## config.mk

```make
export PLATFORM = sky130hd
export DESIGN_NAME = rom_ctrl_scan_counter
export DESIGN_NICKNAME = d
export VERILOG_FILES = /design/src/rtl/rom_ctrl_scan_counter.sv
export SDC_FILE = /design/constraint.sdc
export NUM_CORES = 1
export LEC_CHECK = 0
export CAP_MARGIN = 20
export CELL_PAD_IN_SITES_DETAIL_PLACEMENT = 1
export CELL_PAD_IN_SITES_GLOBAL_PLACEMENT = 1
export CORE_MARGIN = 5
export CORE_UTILIZATION = 34
export DETAILED_ROUTE_END_ITERATION = 12
export GPL_TIMING_DRIVEN = 0
export PLACE_DENSITY = 0.88
export SLEW_MARGIN = 25
export SYNTH_ARGS = -nofsm -noshare
export SYNTH_HDL_FRONTEND = slang
export SYNTH_SLANG_ARGS = --single-unit
```

## constraint.sdc

```tcl
create_clock -name clk_i -period 2.3 [get_ports clk_i]
set_input_delay 0.345 -clock clk_i [delete_from_list [all_inputs] [get_ports clk_i]]
set_output_delay 0.345 -clock clk_i [all_outputs]
set_load 0.01 [all_outputs]
```

## src/rtl/rom_ctrl_scan_counter.sv

```systemverilog
// rom_ctrl_scan_counter
//
// Walks the ROM address space from 0 to RomDepth-1 once per scan. It issues
// read requests and flags each word on the ROM output. The top RomTopCount
// words hold the expected hash, and the word just below them is the last
// non-top word.
//
// Handshake: a word is transferred on a cycle where data_vld_o and
// data_rdy_i are both high while the scan is running ("go"). The valid
// signal never drops on its own. Without data_rdy_i the address, the flags
// and read_addr_o all hold, and the ROM output buffer keeps the word
// stable. read_addr_o looks one address ahead on go. This lets the ROM
// present the next word on the following cycle, so words stream with no
// bubble.
//
// Parameters:
//   RomDepth    - number of ROM words (must be >= RomTopCount + 2)
//   RomTopCount - number of hash words at the top (1 <= RomTopCount < RomDepth)
//   AutoStart   - 1: scan starts on the first clock after reset
//                 0: scan waits for start_i
//
// Ports:
//   clk_i              - clock
//   rst_ni             - asynchronous active-low reset
//   start_i            - request a (re)scan from address 0 (ignored mid-scan)
//   data_rdy_i         - consumer ready for the current word
//   read_req_o         - ROM read request, high throughout the scan
//   read_addr_o        - ROM read address
//   data_vld_o         - ROM output word is valid for data_addr_o
//   data_addr_o        - address of the word on the ROM output
//   data_last_nontop_o - current word is the last non-top word
//   data_top_o         - current word is a top (hash) word
//   busy_o             - scan in progress
//   done_o             - scan complete, sticky until the next start
//   dbg_state_o        - FSM state (0 idle, 1 scan, 2 done)

module rom_ctrl_scan_counter #(
  parameter int RomDepth    = 16,
  parameter int RomTopCount = 2,
  parameter bit AutoStart   = 1'b1,
  localparam int AW         = (RomDepth <= 1) ? 1 : $clog2(RomDepth)
) (
  input  logic          clk_i,
  input  logic          rst_ni,
  input  logic          start_i,
  input  logic          data_rdy_i,
  output logic          read_req_o,
  output logic [AW-1:0] read_addr_o,
  output logic          data_vld_o,
  output logic [AW-1:0] data_addr_o,
  output logic          data_last_nontop_o,
  output logic          data_top_o,
  output logic          busy_o,
  output logic          done_o,
  output logic [1:0]    dbg_state_o
);

  localparam logic [AW-1:0] TopAddr      = AW'(RomDepth - 1);
  localparam logic [AW-1:0] LastNTAddr   = AW'(RomDepth - RomTopCount - 1);
  localparam logic [AW-1:0] FirstTopAddr = AW'(RomDepth - RomTopCount);

  typedef enum logic [1:0] {
    StIdle = 2'b00,
    StScan = 2'b01,
    StDone = 2'b10
  } state_e;

  state_e        state_q, state_d;
  logic [AW-1:0] addr_q, addr_d;
  logic          vld_q, vld_d;
  logic          last_nt_q, last_nt_d;
  logic          top_q, top_d;
  logic          done_q, done_d;

  logic          go;
  logic          at_top;
  logic          enter_scan;
  logic [AW-1:0] addr_inc;

  assign go         = data_rdy_i & vld_q & (state_q == StScan);
  assign at_top     = (addr_q == TopAddr);
  // The scan is left at TopAddr, so this never needs to reach RomDepth.
  assign addr_inc   = addr_q + AW'(1);
  assign enter_scan = (state_q != StScan) && (state_d == StScan);

  // State register
  always_ff @(posedge clk_i or negedge rst_ni) begin
    if (!rst_ni) begin
      state_q <= StIdle;
    end else begin
      state_q <= state_d;
    end
  end

  // Next-state logic
  always_comb begin
    state_d = state_q;
    unique case (state_q)
      // IDLE is only reachable through reset. So with AutoStart, leaving it
      // unconditionally means leaving on the first clock after reset.
      StIdle: if (start_i || AutoStart) state_d = StScan;
      StScan: if (go && at_top)         state_d = StDone;
      StDone: if (start_i)              state_d = StScan;
      default:                          state_d = StIdle;
    endcase
  end

  // Datapath next-state: address counter, valid and word flags
  always_comb begin
    addr_d    = addr_q;
    vld_d     = vld_q;
    last_nt_d = last_nt_q;
    top_d     = top_q;
    done_d    = (state_d == StDone);
    if (enter_scan) begin
      addr_d    = '0;
      vld_d     = 1'b0;
      last_nt_d = 1'b0;
      top_d     = 1'b0;
    end else if (state_q == StScan) begin
      // The first read is issued on scan entry, so the word is valid from
      // the next cycle until the top word is handed over.
      vld_d = !(go && at_top);
      if (go && !at_top) begin
        addr_d    = addr_inc;
        last_nt_d = (addr_inc == LastNTAddr);
        top_d     = top_q | (addr_inc == FirstTopAddr);
      end
    end else begin
      vld_d = 1'b0;
      if (state_q == StIdle) top_d = 1'b0;
    end
  end

  always_ff @(posedge clk_i or negedge rst_ni) begin
    if (!rst_ni) begin
      addr_q    <= '0;
      vld_q     <= 1'b0;
      last_nt_q <= 1'b0;
      top_q     <= 1'b0;
      done_q    <= 1'b0;
    end else begin
      addr_q    <= addr_d;
      vld_q     <= vld_d;
      last_nt_q <= last_nt_d;
      top_q     <= top_d;
      done_q    <= done_d;
    end
  end

  // Outputs
  always_comb begin
    read_req_o         = (state_q == StScan);
    busy_o             = (state_q == StScan);
    read_addr_o        = go ? addr_inc : addr_q;
    data_vld_o         = vld_q;
    data_addr_o        = addr_q;
    data_last_nontop_o = last_nt_q;
    data_top_o         = top_q;
    done_o             = done_q;
    dbg_state_o        = state_q;
  end

endmodule

```

==> results.toml, run 1 <==
[outcome]
status = "finished clean"

[power_and_ir_drop]
comb_power_share_pct = 57.6
p_leak_nw = 0.366
swShare_pct = 38.1
peakVddDrop_mv = 0.539
p_sw_w = 0.000396
p_per_area_nw_per_um2 = 1260
clkPwrFrac_pct = 15.1
pwr-share-seq_pct = 27.2
internal_power_w = 0.000643

[setup_path]
path_cells = "clkdlybuf4s50_1 > and4b_1 > buf_6 > xnor2_1 > clkdlybuf4s50_1"
crit_required_ps = 1960
endpoint = "read_addr_o[0]"
path_max_fanout = 10
crit_arrival_ps = 1840
crit_family = "buffers and inverters"
cpMostUsedCell = "clkdlybuf4s50_1"
ff2ff_path_depth = 5
rrSetupSlack_ps = 790
end_kind = "primary output"
critPathKind = "in -> out"
crit_path_start_kind = "input port"
worst_path_max_delay_cell = "clkdlybuf4s50_1"
rr_endpoint = "data_addr_o[3]$_DFFE_PN0P_"
r2r-start = "dbg_state_o[1]$_DFF_PN0_"
crit_buf_inv = 3
worst-path-stages = 5
max_stage_delay_ps = 560
cp-startpoint = "data_rdy_i"

[cells_and_area]
fin_nets = 91
drive_gt1_share_pct = 12.0
finalNonFillerCells = 99
fill_cells = 185
area_growth_pct = 42.5
num_antenna_cells = 0
final_util_pct = 52.7

[logic_synthesis]
syn_area_um2 = 577
yosysUniqueCellTypes = 26
synth_commonest_cells = "dfrtp_1 (10), nand2_1 (7), nand3_1 (4), xnor2_1 (4)"
yosys.area.top_type = "dfrtp_1"
netlist.area_leader.share_pct = 43.4
synth_nets = 67
syn_area_per_cell_um2 = 9.61
ys_top_cells_by_area = "dfrtp_1 (43%), ha_1 (6.5%), xnor2_1 (6.1%), nand2_1 (4.6%), nand3_1 (3.5%)"
yosys_register_bits = 10
ys.flop_type = "dfrtp_1"
synth_warnings = 0
synth_edf_count = 0
synth.yosys.seq_area_share_pct = 43.4
async_flop_share_pct = 100
synth_cells = 60
synthMostInstantiatedCell = "dfrtp_1"

[clock_tree]
root_buffer = "clkbuf_4"
cts_buffers = 3
clock_sinks = 10
htree_num_levels = 1
clk_latency_ps = 260
cts_hold_buf = 0
path_clk_slew_ps = 70
clockBufferDepth = 2
cts_tree = "built"

[placement]
port_buffers = 19
dp.cells = 95
dp_slack_ps = -166
place.gp.congestion = 0.763
dp_hpwl_um = 1200

[drt]
wl_per_cell_um = 14.9
ant_nets = 0
drt_first_iter_violations = 1
post-route-drc-count = 0
vias = 510
vias_per_cell = 5.15
dr.pass1.iters = 2
wl_um = 1470

[timing]
clock.fmax_ghz = 0.457
relSlewSlack_pct = 67.7
finalWorstSetupSlack_ps = 114
setup_violations = 0
grt_setup_unrepaired = "no"
worst_pin_slew_ps = 483
tns_ps = 0
period_needed_ps = 2190
final-max-slew-violation-count = 0
fin_crit_sh_pct = 95.1
timing.hold.ws_ps = 407
skew_ps = 1.81
finalHoldViolations = 0

[global_route]
grt_max_degree = 11
grt_usage_pct = 13.3
grt_pass1_wl_um = 2560
grt_pass1_vias = 538
grt_overflow = 0
antenna_found_initial = 0

[floorplanning]
chipHeight_um = 51.2
ioPinCount = 20
rows = 14
die-area_um2 = 2620
core_area_um2 = 1560
initial_core_util_pct = 37.0
die_x_um = 51.2

[worst_hold_path]
hold_path.class = "in -> async"

[job]
cap_violations = 0
how the worst min path moves through the flow:
stage                                             to  slack, ps  cells after the start
after floorplan           data_addr_o[0]$_DFFE_PN0P_         50                      0
after global placement        data_top_o$_DFFE_PN0P_        480                      2
after detailed placement      data_top_o$_DFFE_PN0P_        480                      2
after CTS                 data_addr_o[2]$_DFFE_PN0P_        410                      1
after global routing        dbg_state_o[0]$_DFF_PN0_        430                      1
final                     data_addr_o[2]$_DFFE_PN0P_        410                      1
area by class of cell:
| cell class | count | area, um^2 | share of cell area (%) |
|---|---|---|---|
| Clock buffer | 4 | 36.3 | 4.41 |
| Tap cell | 16 | 20.0 | 2.44 |
| Inverter | 3 | 11.3 | 1.37 |
| Multi-Input combinational cell | 43 | 284 | 34.6 |
| Timing Repair Buffer | 19 | 188 | 22.8 |
| Sequential cell | 10 | 251 | 30.6 |
| Buffer | 4 | 31.3 | 3.81 |
power by group through the flow:
stage	clock, W	combinational (W)	sequential [W]
after floorplan	0	0.000306	0.000303
after global placement	0	0.000601	0.000282
after detailed placement	0	0.000621	0.000287
after CTS	0.000166	0.000610	0.000284
after global routing	0.000175	0.000655	0.000296
final	0.000157	0.000599	0.000283
sequential cells by signal, indices dropped and copies added, names as in the netlist:
signal / cells
data_addr_o: 4
data_last_nontop_o: 1
data_top_o: 1
data_vld_o: 1
dbg_state_o: 2
done_o: 1
cell families after synthesis:
group | count (synthesis) | synth area share, %
AND/OR/NAND/NOR | 26 | 25.4
flip-flops | 10 | 43.4
AO/OA/AOI/OAI | 8 | 8.03
buffers and inverters | 7 | 7.37
XOR/XNOR | 5 | 7.59
adder cells (fa/ha/maj) | 3 | 6.51
multiplexers | 1 | 1.74
layout by cell type, fill, tap and decap left out:
master           count
buf_6                1
inv_1                3
ha_1                 3
a31oi_1              1
dfrtp_2              1
xor2_1               1
dfrtp_1              9
a22oi_1              2
and4b_1              1
nand2b_1             2
dlygate4sd2_1        2
clkdlybuf4s50_1     17
a21oi_1              2
nand2_1              7
clkbuf_8             1
and2b_1              1
or2_1                1
nor2b_1              1
mux2i_1              1
clkbuf_2             1
clkbuf_4             3
nor2_1               2
nand4_1              2
and4_4               1
nand3_1              4
o21ai_0              3
and2_1               1
xnor2_1              4
nor3_1               1
nor3b_1              2
buf_4                2
metal layers:
layer  track usage, %  vias to the layer above  wire length [um]
li1                 -                      251                 -
met1             16.3                      243               658
met2             21.2                       14               733
met3             4.65                        2                63
met4             5.38                        0                17
met5                0                        -                 0
through the flow:
stage | total power [W] | instance area [um^2]
floorplan | 0.000609 | 577
global placement | 0.000884 | 787
detailed placement | 0.000908 | 787
CTS | 0.00106 | 821
global route | 0.00113 | 822
finish | 0.00104 | 822
repair_timing:
action / CTS / global route
buffers inserted: 0 / 0
resized for setup: 2 / 1
endpoints found under the setup margin: 2 / 1
Note: power is estimated with default switching activity, not from simulation.
==> inputs of run 2 (changes only) <==
--- a/config.mk
+++ b/config.mk
@@ -5,14 +5,16 @@
 export SDC_FILE = /design/constraint.sdc
 export NUM_CORES = 1
 export LEC_CHECK = 0
+export ABC_AREA = 1
 export CAP_MARGIN = 20
 export CELL_PAD_IN_SITES_DETAIL_PLACEMENT = 1
 export CELL_PAD_IN_SITES_GLOBAL_PLACEMENT = 1
 export CORE_MARGIN = 5
-export CORE_UTILIZATION = 34
+export CORE_UTILIZATION = 33
 export DETAILED_ROUTE_END_ITERATION = 12
 export GPL_TIMING_DRIVEN = 0
-export PLACE_DENSITY = 0.88
+export PLACE_DENSITY = 0.87
+export REMOVE_ABC_BUFFERS = 1
 export SLEW_MARGIN = 25
 export SYNTH_ARGS = -nofsm -noshare
 export SYNTH_HDL_FRONTEND = slang
==> run 2 against run 1 <==
Compared with the run above: first-iteration DRC count grew to 4.0 times the previous value; setup slack gained 10 ps; maximum frequency grew 0.47%; count of clock-buffer cells in the layout shrank 1; clock power shrank 25%; die area grew 4.8%; global-route usage shrank 0.50 points; cell area grew 1.4%; sequential power grew 11%; via count grew 8.0%; power grew 4.4%; combinational power grew 9.3%.
==> results.toml, run 2 <==
[outcome]
status = "finished clean"

[job]
cap_violations = 0

[setup_path]
crit_family = "buffers and inverters"
crit_arrival_ps = 1830
end_kind = "primary output"
max_stage_delay_ps = 550
crit_required_ps = 1960
path_max_fanout = 9
critPathKind = "in -> out"
cpMostUsedCell = "clkdlybuf4s50_1"
path_cells = "clkdlybuf4s50_1 > nand2_4 > nor2_8 > xor2_1 > clkdlybuf4s50_1"
worst_path_max_delay_cell = "clkdlybuf4s50_1"
crit_buf_inv = 2
worst-path-stages = 5
ff2ff_path_depth = 6
rrSetupSlack_ps = 970
crit_path_start_kind = "input port"

[logic_synthesis]
syn_area_per_cell_um2 = 8.24
yosysUniqueCellTypes = 18
synth.yosys.seq_area_share_pct = 42.2
synth_warnings = 0
synth_mux_area_share_pct = 0
synthSimpleGateAreaFrac_pct = 33.5
yosys.area_share.xor_xnor_pct = 1.48
netlist.area_leader.share_pct = 42.2
synthAdderAreaFrac_pct = 6.33
synthMostInstantiatedCell = "nand2_1"
syn_area_um2 = 593
synth_top_family_by_area = "simple AND/OR/NAND/NOR gates"
synth_cells = 72
ys_top_cells_by_area = "dfrtp_1 (42%), nand2_1 (13%), nand3_1 (8.4%), ha_1 (6.3%), inv_1 (6.3%)"
async_flop_share_pct = 100
yosys_register_bits = 10
synth_edf_count = 0
yosys.area.top_type = "dfrtp_1"
synth_commonest_cells = "nand2_1 (21), dfrtp_1 (10), inv_1 (10), nand3_1 (10)"
synth_compound_area_share_pct = 7.59
ys.flop_type = "dfrtp_1"

[drt]
vias = 551
vias_per_cell = 4.67
drt_first_iter_violations = 4
ant_nets = 0
wl_per_cell_um = 12.8
wl_um = 1510
post-route-drc-count = 0
dr.pass1.iters = 3

[clock_tree]
clk_latency_ps = 260
cts_buffers = 3
path_clk_slew_ps = 70
clock_sinks = 10
cts_hold_buf = 0
root_buffer = "clkbuf_4"
cts_tree = "built"
htree_num_levels = 1
clockBufferDepth = 2

[power_and_ir_drop]
p_per_area_nw_per_um2 = 1300
p_leak_nw = 0.415
power_w = 0.00108
peakVddDrop_mv = 0.560

[worst_hold_path]
hold_path.class = "in -> async"

[timing]
fin_crit_sh_pct = 94.6
worst_pin_slew_ps = 442
timing.hold.ws_ps = 392
final-max-slew-violation-count = 0
relSlewSlack_pct = 70.4
clock.fmax_ghz = 0.460
finalWorstSetupSlack_ps = 124
grt_setup_unrepaired = "no"
setup_violations = 0
skew_ps = 6.87
tns_ps = 0
period_needed_ps = 2180
finalHoldViolations = 0

[cells_and_area]
finalNonFillerCells = 118
layout_common_cells = "nand2_1 (21), clkdlybuf4s50_1 (18), inv_1 (10), nand3_1 (10), dfrtp_1 (9)"
num_antenna_cells = 0
final-seq-area_um2 = 251
fill_cells = 216
largest_reg_flops = 4
multi_input_area_um2 = 290
drive_gt1_share_pct = 12.9
layout_commonest_cell = "nand2_1"
area_growth_pct = 40.5
fin_nets = 102

[floorplanning]
core_area_um2 = 1730
initial_core_util_pct = 34.3
ioPinCount = 20
rows = 15
die-area_um2 = 2750
die_x_um = 52.4
chipHeight_um = 52.4

[global_route]
grt_pass1_vias = 538
antenna_found_initial = 0
grt_usage_pct = 12.8
grt_max_degree = 11
grt_overflow = 0
grt_pass1_wl_um = 2580

[placement]
place.gp.congestion = 0.694
port_buffers = 19
dp_slack_ps = 28.2
dp_hpwl_um = 1230
dp.cells = 115
[run 2: through the flow]
stage | util [%] | area (um^2)
after global placement | 46.7 | 807
after CTS | 48.0 | 830
final | 48.3 | 833
after detailed placement | 46.7 | 807
after global routing | 48.3 | 833
after floorplan | - | 586
[run 2: power breakdown]
part	switching [W]	internal, W
logic	0.000339	0.000316
clock network	0.0000565	0.0000602
registers	0.0000795	0.000233
[run 2: layout make-up]
type | instances | area share (%)
well taps | 25 | 3.75
flip-flops and latches | 10 | 30.2
multi-input cells | 49 | 34.8
repair buffers | 19 | 23.1
inverters | 12 | 5.41
clock buffers | 3 | 2.70
[run 2: kinds of logic after synthesis]
group | after synthesis
XOR/XNOR | 1
adder cells (fa/ha/maj) | 3
AO/OA/AOI/OAI | 6
AND/OR/NAND/NOR | 39
buffers and inverters | 13
flip-flops | 10
[run 2: repair_timing]
action	in CTS	in global routing
endpoints found under the setup margin	0	2
gates resized for setup	0	2
buffers inserted	0	0
hold endpoints to repair	0	0
[run 2: worst paths after layout]
kind,from,end
min reg2reg,data_top_o$_DFFE_PN0P_,data_top_o$_DFFE_PN0P_
max reg2reg,data_addr_o[0]$_DFFE_PN0P_,data_addr_o[3]$_DFFE_PN0P_
max in group asynchronous,rst_ni,data_addr_o[0]$_DFFE_PN0P_
min,rst_ni,done_o$_DFF_PN0_
min in group clk_i,data_top_o$_DFFE_PN0P_,data_top_o$_DFFE_PN0P_
max,data_rdy_i,read_addr_o[0]
[run 2: layer usage]
metal / GRT usage [%] / routed length [um] / vias to the layer above
li1: - / - / 272
met3: 2.56 / 46 / 2
met4: 5.11 / 17 / 0
met5: 0 / 0 / -
met2: 20.7 / 785 / 12
met1: 16.5 / 659 / 265
==> inputs of run 3 (changes only) <==
--- a/config.mk
+++ b/config.mk
@@ -11,6 +11,7 @@
 export CELL_PAD_IN_SITES_GLOBAL_PLACEMENT = 1
 export CORE_MARGIN = 5
 export CORE_UTILIZATION = 33
+export CTS_CLUSTER_SIZE = 14
 export DETAILED_ROUTE_END_ITERATION = 12
 export GPL_TIMING_DRIVEN = 0
 export PLACE_DENSITY = 0.87
==> results of run 3 <==
No change in the layout: final DEF, timing and power equal those of run 2.
